===== src/rtl/memhot_throttle_cond_pkg.sv =====
// Shared definitions for the MEMHOT_IN# throttle conditioning stage:
// FSM state encodings and sticky-status bit positions.
package memhot_pkg;

    typedef enum logic [1:0] {
        ST_IDLE   = 2'd0,
        ST_ASSERT = 2'd1,
        ST_HOLD   = 2'd2
    } state_e;

    localparam int unsigned ABCD = 0;
    localparam int unsigned EFGH = 1;
    localparam int unsigned THR  = 2;

endpackage


===== src/rtl/memhot_throttle_cond_debounce.sv =====
// Two-flop synchronizer followed by a consecutive-stable-cycle debounce filter.
// The filtered output only moves after DEBOUNCE_CYC consecutive differing samples.
module memhot_debounce #(
    parameter int unsigned DEBOUNCE_CYC = 4,
    parameter logic        INACTIVE     = 1'b1
) (
    input  logic clk,
    input  logic rst_n,
    input  logic force_inactive,
    input  logic async_in,
    output logic filtered
);

    localparam logic [7:0] LAST_CNT = 8'(DEBOUNCE_CYC - 1);

    logic       sync1_q;
    logic       sync2_q;
    logic       filt_q;
    logic       filt_d;
    logic [7:0] cnt_q;
    logic [7:0] cnt_d;

    always_ff @(posedge clk) begin
        if (!rst_n) begin
            sync1_q <= INACTIVE;
            sync2_q <= INACTIVE;
            filt_q  <= INACTIVE;
            cnt_q   <= '0;
        end else begin
            sync1_q <= async_in;
            sync2_q <= sync1_q;
            filt_q  <= filt_d;
            cnt_q   <= cnt_d;
        end
    end

    // Any sample matching the filtered value drops the partial count (glitch discarded).
    always_comb begin
        filt_d = filt_q;
        cnt_d  = '0;
        if (force_inactive) begin
            filt_d = INACTIVE;
        end else if (sync2_q != filt_q) begin
            if (cnt_q == LAST_CNT) begin
                filt_d = sync2_q;
            end else begin
                cnt_d = cnt_q + 8'd1;
            end
        end
    end

    assign filtered = filt_q;

endmodule


===== src/rtl/memhot_throttle_cond.sv =====
// MEMHOT_IN# upstream conditioning: filters the VRHOT#/SYS_THROTTLE sources,
// stretches the combined request and keeps sticky status plus an event counter.
module memhot_throttle_cond
    import memhot_pkg::*;
#(
    parameter int unsigned DEBOUNCE_CYC   = 4,
    parameter int unsigned MIN_ASSERT_CYC = 2000,
    parameter int unsigned CNT_W          = 8
) (
    input  logic             iClk,
    input  logic             iRst_n,
    input  logic             PWRGD_SYS_PWROK,
    input  logic             IRQ_PVDDQ_ABCD_VRHOT_LVC3_N,
    input  logic             IRQ_PVDDQ_EFGH_VRHOT_LVC3_N,
    input  logic             FM_SYS_THROTTLE_LVC3,
    input  logic             iClrStatus,
    output logic             oVrhotAbcd_n,
    output logic             oVrhotEfgh_n,
    output logic             oSysThrottle,
    output logic             oThrottleReq,
    output logic [2:0]       oStatus,
    output logic [CNT_W-1:0] oEvtCnt
);

    localparam int unsigned        HOLD_W   = 16;
    localparam logic [HOLD_W-1:0]  MIN_HOLD = HOLD_W'(MIN_ASSERT_CYC);

    state_e             state_q, state_d;
    logic [HOLD_W-1:0]  hold_q, hold_d, hold_inc;
    logic               req_q, req_d;
    logic [2:0]         status_q, status_d, status_set;
    logic [CNT_W-1:0]   evt_q, evt_d;
    logic               evt_inc;
    logic               act;
    logic               force_idle;

    assign force_idle = !PWRGD_SYS_PWROK;

    memhot_debounce #(.DEBOUNCE_CYC(DEBOUNCE_CYC), .INACTIVE(1'b1)) u_deb_abcd (
        .clk(iClk), .rst_n(iRst_n), .force_inactive(force_idle),
        .async_in(IRQ_PVDDQ_ABCD_VRHOT_LVC3_N), .filtered(oVrhotAbcd_n)
    );

    memhot_debounce #(.DEBOUNCE_CYC(DEBOUNCE_CYC), .INACTIVE(1'b1)) u_deb_efgh (
        .clk(iClk), .rst_n(iRst_n), .force_inactive(force_idle),
        .async_in(IRQ_PVDDQ_EFGH_VRHOT_LVC3_N), .filtered(oVrhotEfgh_n)
    );

    memhot_debounce #(.DEBOUNCE_CYC(DEBOUNCE_CYC), .INACTIVE(1'b0)) u_deb_thr (
        .clk(iClk), .rst_n(iRst_n), .force_inactive(force_idle),
        .async_in(FM_SYS_THROTTLE_LVC3), .filtered(oSysThrottle)
    );

    assign act = PWRGD_SYS_PWROK & (!oVrhotAbcd_n | !oVrhotEfgh_n | oSysThrottle);

    always_ff @(posedge iClk) begin
        if (!iRst_n) begin
            state_q  <= ST_IDLE;
            hold_q   <= '0;
            req_q    <= 1'b0;
            status_q <= '0;
            evt_q    <= '0;
        end else begin
            state_q  <= state_d;
            hold_q   <= hold_d;
            req_q    <= req_d;
            status_q <= status_d;
            evt_q    <= evt_d;
        end
    end

    assign hold_inc = (hold_q >= MIN_HOLD) ? MIN_HOLD : hold_q + HOLD_W'(1);

    always_comb begin
        state_d = state_q;
        hold_d  = hold_q;
        evt_inc = 1'b0;
        if (!PWRGD_SYS_PWROK) begin
            state_d = ST_IDLE;
            hold_d  = '0;
        end else begin
            unique case (state_q)
                ST_IDLE: begin
                    if (act) begin
                        state_d = ST_ASSERT;
                        hold_d  = HOLD_W'(1);
                        evt_inc = 1'b1;
                    end
                end
                ST_ASSERT: begin
                    hold_d = hold_inc;
                    if (!act) begin
                        state_d = (hold_q >= MIN_HOLD) ? ST_IDLE : ST_HOLD;
                    end
                end
                ST_HOLD: begin
                    hold_d = hold_inc;
                    if (act) begin
                        state_d = ST_ASSERT;
                    end else if (hold_q >= MIN_HOLD) begin
                        state_d = ST_IDLE;
                    end
                end
                default: begin
                    state_d = ST_IDLE;
                    hold_d  = '0;
                end
            endcase
        end
        req_d = (state_d != ST_IDLE);
    end

    // A set in the same cycle as a clear survives; the counter restarts at the new event.
    always_comb begin
        status_set       = '0;
        status_set[ABCD] = PWRGD_SYS_PWROK & !oVrhotAbcd_n;
        status_set[EFGH] = PWRGD_SYS_PWROK & !oVrhotEfgh_n;
        status_set[THR]  = PWRGD_SYS_PWROK & oSysThrottle;
        status_d = (iClrStatus ? 3'b000 : status_q) | status_set;

        evt_d = evt_q;
        if (iClrStatus) begin
            evt_d = {{(CNT_W-1){1'b0}}, evt_inc};
        end else if (evt_inc && (evt_q != '1)) begin
            evt_d = evt_q + {{(CNT_W-1){1'b0}}, 1'b1};
        end
    end

    assign oThrottleReq = req_q;
    assign oStatus      = status_q;
    assign oEvtCnt      = evt_q;

endmodule


===== config.mk =====
export PLATFORM = sky130hd
export DESIGN_NAME = memhot_throttle_cond
export DESIGN_NICKNAME = d
export VERILOG_FILES = /design/src/rtl/memhot_throttle_cond_pkg.sv /design/src/rtl/memhot_throttle_cond_debounce.sv /design/src/rtl/memhot_throttle_cond.sv
export SDC_FILE = /design/constraint.sdc
export NUM_CORES = 1
export LEC_CHECK = 0
export CAP_MARGIN = 20
export CORE_UTILIZATION = 58
export DETAILED_ROUTE_END_ITERATION = 10
export PLACE_DENSITY = 0.79
export SYNTH_ARGS = -nofsm -noshare
export SYNTH_HDL_FRONTEND = slang
export SYNTH_SLANG_ARGS = --single-unit
export TNS_END_PERCENT = 10

===== constraint.sdc =====
create_clock -name iClk -period 2.2 [get_ports iClk]
set_clock_uncertainty 0.1 [all_clocks]
set_input_delay 0.22 -clock iClk [delete_from_list [all_inputs] [get_ports iClk]]
set_output_delay 0.22 -clock iClk [all_outputs]
set_load 0.05 [all_outputs]

==> flow_summary.toml, run 1 <==
[pwr]
sequentialPowerShare_pct = 49.7
p_comb_share_pct = 2.4
irDropWorstVdd_mv = 0.5944
cellPowerDensity_nw_per_um2 = 657.1
netSwitchingPower_mw = 0.4956
p_leak_nw = 1.285
pwr-share-clk_pct = 47.9
p_sw_share_pct = 21.43
internal-power_mw = 1.816

[timing]
worst_slew_pin_slew_ps = 570.5
max_freq_mhz = 478.9
period_needed_ps = 2088
worst_slew_margin_rel_pct = 61.68
period_share_pct = 94.91
setup_viol = 0
hold_viol_final = 0
maxSlewViolCount = 0
timing.hold.ws_ps = 311.3
fin_setup_tns_ps = 0
grt_setup_unrepaired = "no"

[yosys]
async_flop_share_pct = 0
yosysSeqAreaShare_pct = 42.99
synthFlopType = "dfxtp_1"
synth.net_count = 354
yosys.area.top_type_share_pct = 42.99
synthCells = 337
syn_avg_cell_area_um2 = 8.706
synth_common_cells = "dfxtp_1 (63), nor2_1 (38), nand3_1 (32)"
ys_warn_count = 0
syn-cell-area_um2 = 2934
ys_types = 49
synth_edf_count = 0
yosys-top-cells-area = "dfxtp_1 (43%), nand3_1 (5.5%), xor2_1 (5.4%)"
ys_ff_latch = 63
yosysMostFrequentCell = "dfxtp_1"
synth_top_area_cell = "dfxtp_1"

[clock_tree]
clkLatencyLatePin_ps = 350
numCtsBuffers = 9
cts_tree = "yes"
htree_levels = 3
cts_buffer_depth = 2
postCtsHoldBufs = 0
clk_pin_slew_worst_paths_ps = 70
cts_sinks = 63
clock-root-buffer = "clkbuf_8"

[layout]
areaGrowthSynthToFinish_pct = 19.91
fillers = 364
antenna_cells = 0
finalNetCount = 391
drive_gt1_share_pct = 10.55

[die]
start_util_pct = 61.31
fp.coreArea_um2 = 4786
die_w_um = 73.13
ios = 22
dieArea_um2 = 5347
die_y_um = 73.13
num_rows = 25

[job]
maxCapViolations = 0

[global_route]
grt_overflow = 0
gr-usage-all-layers_pct = 25.58
grt_pass1_vias = 2376
antenna_found_initial = 0
grt_max_degree = 13
grt_pass1_wl_mm = 10.41

[drt]
vias = 2581
drtIter0Drc = 230
firstDrtPassIters = 4
wl_mm = 6.127
ant_nets = 0
post_drt_wl_per_cell_um = 13.74
drc_errors = 0
routed_via_density = 5.787

[worst_setup_path]
crit_fanout = 7
start_kind = "flip-flop"
cp.required_ps = 2320
crit_arrival_ps = 2210
end_kind = "flip-flop"
critical_path_class = "reg2reg"

[placement]
io_buffers = 21
dp_hpwl_mm = 4.307
place.gp.congestion = 0.9307

[run_status]
outcome = "finished, final reports clean"

[min_path]
hold_class = "reg2reg"
==> layer usage <==
metal	global-route usage, %	wire length [µm]
met2	40.95	2882
met3	8.978	344
met1	31.43	2794
met5	0	0
met4	10.02	105
==> layout make-up <==
class                   instances  area [µm²]  area share, %
inverters                      11       41.29          1.174
clock inverters                 6       93.84          2.667
well taps                      67       83.83          2.383
multi-input cells             256        1610          45.77
flip-flops and latches         63        1261          35.85
clock buffers                  10       127.6          3.627
repair buffers                 33       300.3          8.535
==> power by group through the flow <==
stage / Clock (mW) / Combinational, mW / Sequential (mW)
6_report: 1.11 / 0.0547 / 1.15
5_1_grt: 1.18 / 0.0607 / 1.15
3_3_place_gp: 0 / 0.0529 / 1.17
4_1_cts: 1.14 / 0.0544 / 1.15
3_5_place_dp: 0 / 0.0542 / 1.18
2_1_floorplan: 0 / 0.0280 / 1.17
==> state kept, by name (all words and copies together) (netlist names), 2 cells and up <==
signal,flops
oStatus,3
u_deb_thr.cnt_q,8
u_deb_efgh.cnt_q,8
u_deb_abcd.cnt_q,8
oEvtCnt,8
state_q,2
hold_q,16
==> worst max-delay path, stage by stage (launching register included) <==
cell	delay, ps
dfxtp_1	450
inv_1	100
ha_1	230
and4b_1	240
or4b_2	660
xor2_1	150
nor2_1	50
==> timing repair <==
action,CTS,global route
endpoints found under the setup margin,0,9
gates resized for setup,0,2
buffers inserted,0,0
==> cells in the final DEF (no fill, tap or decap), types with 2 or more instances in the layout <==
master	count
nor4b_1	2
xor2_1	18
dfxtp_1	63
a31oi_1	5
buf_4	12
o21ai_0	10
and3_1	15
inv_1	11
nand3b_1	4
clkbuf_8	9
and4_1	2
and2_1	5
o221a_2	5
nand2_1	26
nor2_1	38
mux2i_1	2
o311ai_0	2
nand3_1	32
o31ai_1	3
a21oi_1	20
clkdlybuf4s50_1	21
o21ai_2	2
a21boi_0	2
ha_1	10
clkinv_4	2
nor4_1	2
nand4_1	8
nor3_1	7
bufinv_16	2
nand2b_1	8
nor2b_1	2
xnor2_1	6
==> final timing paths <==
path              depth (start not counted)                             to  slack (ps)                           from
setup / recovery                          6         hold_q[3]$_SDFFE_PN0P_         110          state_q[0]$_SDFF_PN0_
hold / removal                            1  u_deb_abcd.sync2_q$_SDFF_PN1_         310  u_deb_abcd.sync1_q$_SDFF_PN1_
setup reg to reg                          6         hold_q[3]$_SDFFE_PN0P_         110          state_q[0]$_SDFF_PN0_
hold reg to reg                           1  u_deb_abcd.sync2_q$_SDFF_PN1_         310  u_deb_abcd.sync1_q$_SDFF_PN1_
==> cells by family (layout without fill, tap and decap cells) <==
kind of cell	after synthesis	after routing	synth area share, %
AO/OA/AOI/OAI	62	62	14.88
XOR/XNOR	24	24	7.164
adder cells (fa/ha/maj)	10	10	4.264
buffers and inverters	18	60	2.303
flip-flops	63	63	42.99
multiplexers	2	2	0.6823
AND/OR/NAND/NOR	158	158	27.72
==> through the flow <==
step                area [µm²]  power (mW)  utilization [%]  setup WS (ps)  cells
floorplan                 2934       1.202                -          159.7    337
global placement          3292       1.228            68.78          113.6    430
detailed placement        3292       1.229            68.78          115.6    430
CTS                       3513       2.339            73.41          107.5    446
global route              3518       2.394            73.52          44.28    446
finish                    3518       2.312            73.52          111.9    446
Power figures use the tool's default switching activity.
==> inputs of run 2 (changes only) <==
--- a/config.mk
+++ b/config.mk
@@ -6,9 +6,9 @@
 export NUM_CORES = 1
 export LEC_CHECK = 0
 export CAP_MARGIN = 20
-export CORE_UTILIZATION = 58
+export CORE_UTILIZATION = 50
 export DETAILED_ROUTE_END_ITERATION = 10
-export PLACE_DENSITY = 0.79
+export PLACE_DENSITY = 0.8
 export SYNTH_ARGS = -nofsm -noshare
 export SYNTH_HDL_FRONTEND = slang
 export SYNTH_SLANG_ARGS = --single-unit
==> run 2 against run 1 <==
  * Final cell count increased by 0.45%
  * Wire length increased by 2.3%
  * Critical path depth is 5 lower
  * Fmax up 1.3%
  * Clock-buffer cell count did not move
  * Combinational power about the same
  * Utilization down 10 points
  * Clock power is 9.9% higher
  * Sequential share of layout area hardly changed
  * Largest power group is now clock
  * Highest routed layer unchanged
==> flow_summary.toml, run 2 (synthesis results as in run 1) <==
[clock_tree]
htree_levels = 3
cts_buffer_depth = 2
numCtsBuffers = 9
clock-root-buffer = "clkbuf_8"
cts_tree = "yes"
clk_pin_slew_worst_paths_ps = 70
cts_sinks = 63
postCtsHoldBufs = 0
clkLatencyLatePin_ps = 340

[pwr]
finalPower_mw = 2.426
cellPowerDensity_nw_per_um2 = 687.9
p_leak_nw = 1.288
irDropWorstVdd_mv = 0.5774

[drt]
post_drt_wl_per_cell_um = 13.98
wl_mm = 6.265
firstDrtPassIters = 4
drtIter0Drc = 139
routed_via_density = 5.603
vias = 2510
ant_nets = 0
drc_errors = 0

[worst_setup_path]
worst-path-stages = 1
crit_fanout = 8
end_kind = "output port"
crit_path_end = "oVrhotAbcd_n"
start_kind = "flip-flop"
crit_chain = "clkdlybuf4s50_1"
crit_family = "buffers and inverters"
worst-path-buf-inv = 1
crit_arrival_ps = 1740
r2r_setup_slack_ps = 160
rr_worst_depth = 4
rr_endpoint = "hold_q[0]$_SDFFE_PN0P_"
max_stage_delay_ps = 870
cp.required_ps = 1880
critical_path_class = "reg2out"
crit_slowest_cell = "clkdlybuf4s50_1"
r2r_start = "hold_q[11]$_SDFFE_PN0P_"
startpoint = "u_deb_abcd.filtered$_SDFFE_PN1P_"

[layout]
drive_gt1_share_pct = 10.37
top_register = "hold_q"
antenna_cells = 0
areaGrowthSynthToFinish_pct = 20.17
fillers = 512
utilization_pct = 63.25
final_cell_area_um2 = 3526
finalNetCount = 388
final_common_cell = "dfxtp_1"
largest_register_ffs = 16
final_cell_mix = "dfxtp_1 (62), nor2_1 (38), nand3_1 (32)"

[job]
maxCapViolations = 0

[die]
dieArea_um2 = 6179
num_rows = 27
die_w_um = 78.61
fp.coreArea_um2 = 5574
die_y_um = 78.61
ios = 22
start_util_pct = 52.64

[global_route]
grt_overflow = 0
grt_max_degree = 13
met3_usage_pct = 7.442
use_met2_pct = 35.22
grt_pass1_wl_mm = 10.64
grt.busiest_layer = "met2"
antenna_found_initial = 0
grtUsageMet1_pct = 26.65
grt_pass1_vias = 2368
gr-usage-all-layers_pct = 22.24

[timing]
fin_setup_tns_ps = 0
worst_slew_margin_rel_pct = 64.55
max_freq_mhz = 485.1
period_needed_ps = 2061
period_share_pct = 93.70
maxSlewViolCount = 0
worst_slew_pin_slew_ps = 530.0
grt_setup_unrepaired = "no"
setup_viol = 0
hold_viol_final = 0

[run_status]
outcome = "finished, final reports clean"

[placement]
dpl-instance-area_um2 = 3276
place.gp.congestion = 0.9387
dp_hpwl_mm = 4.322
io_buffers = 21

[min_path]
hold_class = "reg2reg"
-- run 2: changes by cell type in the layout (fill, tap and decap cells not counted) --
cell,before,now
buf_4,12,9
bufinv_16,2,3
clkbuf_1,1,0
clkbuf_8,9,10
clkinv_2,0,2
clkinv_4,2,0
dfxtp_1,63,62
dfxtp_2,0,1
inv_6,1,0
nand2_1,26,25
nand2_2,0,1
o21ai_1,0,1
o21ai_2,2,1
-- run 2: metal layers --
metal	vias to the layer above	wire, µm
met3	7	365
li1	1284	-
met4	0	68
met1	1154	2868
met2	65	2962
met5	-	0
-- run 2: layout make-up --
class                      instances  area, µm²  share of cell area, %
multi-input combinational        256       1609                  45.64
clock buffer                      10      137.6                  3.903
inverter                          11      41.29                  1.171
timing repair buffer              30      277.8                  7.878
sequential                        63       1262                  35.81
tap                               72      90.09                  2.555
clock inverter                     6      107.6                  3.052
-- run 2: how the worst min path moves through the flow --
stage	start	to	cells after the start
6_report	u_deb_efgh.sync1_q$_SDFF_PN1_	u_deb_efgh.sync2_q$_SDFF_PN1_	1
5_1_grt	u_deb_efgh.sync1_q$_SDFF_PN1_	u_deb_efgh.sync2_q$_SDFF_PN1_	1
4_1_cts	u_deb_efgh.sync1_q$_SDFF_PN1_	u_deb_efgh.sync2_q$_SDFF_PN1_	1
3_5_place_dp	u_deb_efgh.sync1_q$_SDFF_PN1_	u_deb_efgh.sync2_q$_SDFF_PN1_	1
3_3_place_gp	u_deb_abcd.sync1_q$_SDFF_PN1_	u_deb_abcd.sync2_q$_SDFF_PN1_	1
2_1_floorplan	IRQ_PVDDQ_ABCD_VRHOT_LVC3_N	u_deb_abcd.sync1_q$_SDFF_PN1_	1
-- run 2: report_power, final --
part | internal (mW) | switching [mW]
Combinational | 0.0243 | 0.0302
Sequential | 1.15 | 0.00307
Clock | 0.779 | 0.443
Total | 1.95 | 0.476
-- run 2: stage by stage --
step	hold slack [ps]	instances	setup WS, ps
global route	339.4	448	39.76
CTS	323.8	448	95.67
global placement	291.2	432	224.0
floorplan	221.5	337	159.7
detailed placement	302.0	432	159.9
finish	313.3	448	138.5
-- run 2: timing repair --
action                     CTS  global route
setup endpoints to repair    0             9
resized for setup            0             3
setup buffers                0             0
